--- config.mk ---
export PLATFORM = sky130hd
export DESIGN_NAME = addsub_seq_ctrl
export DESIGN_NICKNAME = d
export VERILOG_FILES = /design/src/rtl/addsub_seq_pkg.sv /design/src/rtl/addsub_nibble.sv /design/src/rtl/addsub_seq_ctrl.sv
export SDC_FILE = /design/constraint.sdc
export NUM_CORES = 1
export LEC_CHECK = 0
export CORE_UTILIZATION = 45
export DETAILED_ROUTE_END_ITERATION = 6
export GPL_TIMING_DRIVEN = 0
export PLACE_DENSITY_LB_ADDON = 0.05
export SETUP_SLACK_MARGIN = 0.05
export SYNTH_ARGS = -nofsm -noshare
export SYNTH_HDL_FRONTEND = slang
export SYNTH_SLANG_ARGS = --single-unit
--- constraint.sdc ---
create_clock -name clk -period 9 [get_ports clk]
set_clock_uncertainty 0.15 [all_clocks]
set_input_delay 2.7 -clock clk [delete_from_list [all_inputs] [get_ports clk]]
set_output_delay 2.7 -clock clk [all_outputs]
set_load 0.01 [all_outputs]
--- src/rtl/addsub_seq_pkg.sv ---
// Shared constants for the nibble-serial add/subtract sequencer.
package addsub_seq_pkg;

  localparam int unsigned NIBBLE_W = 4;

  typedef enum logic [1:0] {
    IDLE = 2'd0,
    RUN  = 2'd1,
    DONE = 2'd2
  } state_e;

  localparam logic OP_ADD = 1'b0;
  localparam logic OP_SUB = 1'b1;

endpackage

--- src/rtl/addsub_nibble.sv ---
// 4-bit ripple add/subtract slice with an explicit carry-in so slices can chain.
// m=1 inverts b; the caller supplies cin=1 on the first nibble of a subtract.
// Optional c3 output (carry into bit 3) exists only with ADDSUB_SEQ_OVERFLOW_EN.
module addsub_nibble
  import addsub_seq_pkg::*;
(
  input  logic [NIBBLE_W-1:0] a,
  input  logic [NIBBLE_W-1:0] b,
  input  logic                m,
  input  logic                cin,
  output logic [NIBBLE_W-1:0] s,
  output logic                cout
`ifdef ADDSUB_SEQ_OVERFLOW_EN
  ,
  output logic                c3
`endif
);

  logic [NIBBLE_W-1:0] b_x;
  logic [NIBBLE_W:0]   c;

  // Ripple chain over the four bits.
  always_comb begin
    b_x  = b ^ {NIBBLE_W{m}};
    c    = '0;
    s    = '0;
    c[0] = cin;
    for (int i = 0; i < NIBBLE_W; i++) begin
      s[i]   = a[i] ^ b_x[i] ^ c[i];
      c[i+1] = (a[i] & b_x[i]) | (a[i] & c[i]) | (b_x[i] & c[i]);
    end
    cout = c[NIBBLE_W];
  end

`ifdef ADDSUB_SEQ_OVERFLOW_EN
  assign c3 = c[NIBBLE_W-1];
`endif

endmodule

--- src/rtl/addsub_seq_ctrl.sv ---
// Nibble-serial multi-word add/subtract controller: one addsub_nibble slice,
// one nibble per clock, LSB first, carry/borrow held in a register.
// NIBBLES legal range is 2..8. Define ADDSUB_SEQ_OVERFLOW_EN to add the
// signed-overflow output.
module addsub_seq_ctrl
  import addsub_seq_pkg::*;
#(
  parameter int unsigned NIBBLES = 4
) (
  input  logic                         clk,
  input  logic                         rst,
  input  logic                         start,
  input  logic                         op,
  input  logic [NIBBLE_W*NIBBLES-1:0]  a,
  input  logic [NIBBLE_W*NIBBLES-1:0]  b,
  output logic                         busy,
  output logic                         done,
  output logic [NIBBLE_W*NIBBLES-1:0]  result,
  output logic                         carry_out
`ifdef ADDSUB_SEQ_OVERFLOW_EN
  ,
  output logic                         overflow
`endif
);

  localparam int unsigned W     = NIBBLE_W * NIBBLES;
  localparam int unsigned IDX_W = $clog2(NIBBLES);
  localparam logic [IDX_W-1:0] LAST_IDX = IDX_W'(NIBBLES - 1);

  state_e              state;
  logic [IDX_W-1:0]    idx;
  logic [W-1:0]        a_q;
  logic [W-1:0]        b_q;
  logic                op_q;
  logic                carry_q;

  logic [NIBBLE_W-1:0] a_nib;
  logic [NIBBLE_W-1:0] b_nib;
  logic [NIBBLE_W-1:0] s_nib;
  logic                cout_nib;
`ifdef ADDSUB_SEQ_OVERFLOW_EN
  logic                c3_nib;
`endif

  // Select the current nibble of the latched operands.
  always_comb begin
    a_nib = a_q[idx*NIBBLE_W +: NIBBLE_W];
    b_nib = b_q[idx*NIBBLE_W +: NIBBLE_W];
  end

  // The slice applies the b inversion itself from op_q.
  addsub_nibble u_slice (
    .a    (a_nib),
    .b    (b_nib),
    .m    (op_q),
    .cin  (carry_q),
    .s    (s_nib),
    .cout (cout_nib)
`ifdef ADDSUB_SEQ_OVERFLOW_EN
    ,
    .c3   (c3_nib)
`endif
  );

  // Status flags decode straight from the registered state.
  assign busy = (state == RUN);
  assign done = (state == DONE);

  // Sequencer FSM with operand latch, carry register and registered results.
  always_ff @(posedge clk or posedge rst) begin
    if (rst) begin
      state     <= IDLE;
      idx       <= '0;
      a_q       <= '0;
      b_q       <= '0;
      op_q      <= OP_ADD;
      carry_q   <= 1'b0;
      result    <= '0;
      carry_out <= 1'b0;
`ifdef ADDSUB_SEQ_OVERFLOW_EN
      overflow  <= 1'b0;
`endif
    end else begin
      unique case (state)
        IDLE, DONE: begin
          if (start) begin
            a_q     <= a;
            b_q     <= b;
            op_q    <= op;
            // Subtract is a + ~b + 1: seed the chain with op.
            carry_q <= op;
            idx     <= '0;
            state   <= RUN;
          end else begin
            state   <= IDLE;
          end
        end
        RUN: begin
          result[idx*NIBBLE_W +: NIBBLE_W] <= s_nib;
          carry_q <= cout_nib;
          if (idx == LAST_IDX) begin
            carry_out <= cout_nib;
`ifdef ADDSUB_SEQ_OVERFLOW_EN
            overflow  <= c3_nib ^ cout_nib;
`endif
            state     <= DONE;
          end else begin
            idx <= idx + 1'b1;
          end
        end
        default: state <= IDLE;
      endcase
    end
  end

endmodule

==> metrics.yaml <==
outcome:
  outcome: "complete, no violations"
power_and_ir_drop:
  report.power.total_mw: 1.26
  power.density_cell_area_nw_per_um2: 371
  power_leakage_nw: 1.64
  power.ir.vdd_worst_mv: 0.175
clock_tree:
  cts.repair_timing.setup_buffer_count: 0
  clock-root-buffer: "clkbuf_8"
  cts_max_level: 2
  clock_sink_count: 55
  holdBufCountCts: 0
  cts-resized-gates: 0
  cts_buffer_depth: 2
  clock_insertion_delay_worst_skew_ps: 300
  clock_tree_from_tritoncts: "built"
  numCtsBuffers: 5
  clkTransAtPathRegs_ps: 90
die:
  pin_count: 55
  die-area_um2: 6130
  initial_core_util_pct: 47.2
  floorplan.die.width_um: 78.3
  placement_rows: 27
  core-area_um2: 5540
  die_height_um: 78.3
critical_path:
  timing.critical_path.arrival_ps: 1600
  crit_path_max_fanout: 10
  worstPathRequired_ps: 6150
  crit_type: "reg -> out"
  reg2reg_depth: 10
  timing.rr.start: "idx[1]"
  critical_path.endpoint_type: "primary output"
  setup.worst_path.start_class: "register"
  crit_path_start: "state[0]"
yosys:
  yosysUniqueCellTypes: 28
  commonest_cells_in_the_synthesized_netlist: "nand2_1, dfrtp_1, inv_1, o21ai_0, mux4_1"
  synth_simple_gate_area_share_pct: 22.3
  synth-seq-area-share_pct: 52.6
  asyncSetResetFlopFracSynth_pct: 100
  ys.flop_type: "dfrtp_1"
  synth-adder-area-share_pct: 5.93
  cell_type_with_the_highest_aggregate_area_in_the_netlist: "dfrtp_1"
  syn-instance-count: 258
  mappedNetlistArea_um2: 2620
  mappedNetlistNets: 304
  yosys_warnings: 0
  synth-edff-count: 0
  synth_area_in_compound_gates_pct: 4.78
  synthTopCellsByArea: "dfrtp_1, nand2_1, mux4_1"
  synth_most_common_cell: "nand2_1"
  synth.ff_latch_count: 55
  synth_top_area_share_pct: 52.6
  synthesized_area_divided_by_synthesized_cell_count_um2: 10.1
  post_synth_mux_area_share_pct: 8.46
  main_combinational_cell_family_by_area_after_synthesis: "simple AND/OR/NAND/NOR gates"
  synth_xor_xnor_area_share_pct: 1.34
final_layout:
  synthToLayoutAreaGrowth_pct: 29.4
  num-fill-cells: 490
  fin_nets: 366
  drive_gt1_share_pct: 8.10
  seq_area_um2: 1380
  multi_input_comb_area_um2: 1120
  design_area_um2: 3390
  antenna-diode-count: 0
timing:
  final.setup.tns_ps: 0
  timing.slew.headroom_pct: 63.3
  fmax_ghz: 0.225
  finalHoldViolCount: 0
  rsz_0062_raised_after_global_routing: "false"
  period_needed_ps: 4450
  worst-slew-pin-transition_ps: 551
  finalMaxSlewViolations: 0
  report.final.setup_viol: 0
  min_period_over_period_pct: 49.5
worst_hold_path:
  holdCritStartpoint: "a_q[3]"
  hold_class: "reg -> reg"
  min_delay_path_depth: 2
global_routing:
  globalRouteTotalUtil_pct: 20.1
  antenna_found_initial: 0
  grt-ovfl-total: 0
  first_global_vias: 1889
  first_pass_grt_wire_length_um: 9270
  pin_count_of_the_biggest_net_entering_global_routing: 37
drt:
  antenna_left: 0
  drt_wl_total_um: 5310
  wire_per_inst_um: 13.5
  number_of_remaining_drc_errors: 0
  number_of_drc_violations_after_detailed_routing_iteration_0: 130
  drt-pass1-iter-count: 4
  route.detailed.vias_per_inst: 4.91
  vias: 1929
placed_design:
  place_area_um2: 3270
  dp_hpwl_um: 3890
  numPortBuffers: 54
  gp_congestion: 0.727
run:
  cap_violations: 0
==> sequential cells by signal, summed over array words and instances, names as in the netlist <==
signal,cells
carry_q,1
state,2
op_q,1
a_q,16
b_q,16
idx,2
result,16
carry_out,1
==> layer usage <==
metal	global-route usage (%)	vias to the layer above	routed length, um
met5	0	-	0
met4	5.56	0	38
met3	3.95	4	151
met2	32.9	36	2600
met1	27.4	934	2520
li1	-	955	-
==> metrics by stage <==
stage | setup slack [ps] | std cells | hold slack, ps | util, %
after floorplan | 4810 | 258 | 287 | -
after global placement | 3760 | 384 | 300 | 58.6
after detailed placement | 4700 | 385 | 305 | 59.0
after CTS | 4530 | 393 | 328 | 61.1
after global routing | 4450 | 393 | 357 | 61.1
final | 4550 | 393 | 326 | 61.1
==> logic make-up after synthesis <==
logic type	Yosys count
compound gates	21
xor+xnor	4
fa+ha+maj	10
buf+inv	25
flops	55
mux	9
simple gates	134
==> worst paths after layout <==
check,end,slack [ps]
setup / recovery,busy,4550
hold / removal,a_q[3],330
setup reg to reg,result[15],5450
hold reg to reg,a_q[3],330
max in group asynchronous,idx[0],5580
min in group asynchronous,result[11],2570
==> power by group <==
group | switching (mW) | total (mW) | internal, mW
logic | 0.374 | 0.673 | 0.300
clock network | 0.0772 | 0.167 | 0.0901
registers | 0.0591 | 0.415 | 0.356
==> cell usage in the layout, fill, tap and decap left out, types with 2 or more instances in the layout <==
master	count
and2b_1	2
buf_2	3
clkbuf_1	6
clkbuf_8	6
clkdlybuf4s50_1	54
dfrtp_1	55
fa_1	4
ha_1	6
inv_1	12
mux4_1	8
nand2_1	116
nand3_1	3
nand3b_1	4
o21ai_0	12
o21ai_1	3
o21ai_2	4
o31ai_1	2
or4_4	2
xnor2_1	4
==> layout make-up <==
cell class                      count  share of cell area (%)
Buffer                             12                    2.11
Clock buffer                        6                    2.44
Clock inverter                      2                    1.03
Inverter                           13                    1.44
Multi-Input combinational cell    178                    33.1
Sequential cell                    55                    40.7
Tap cell                           72                    2.66
Timing Repair Buffer               55                    16.6
==> critical path: stages (launching register included) <==
cell and delay (ps):
dfrtp_1 330, buf_4 160, nor2b_1 230, clkdlybuf4s50_1 580
Power figures use the tool's default switching activity.
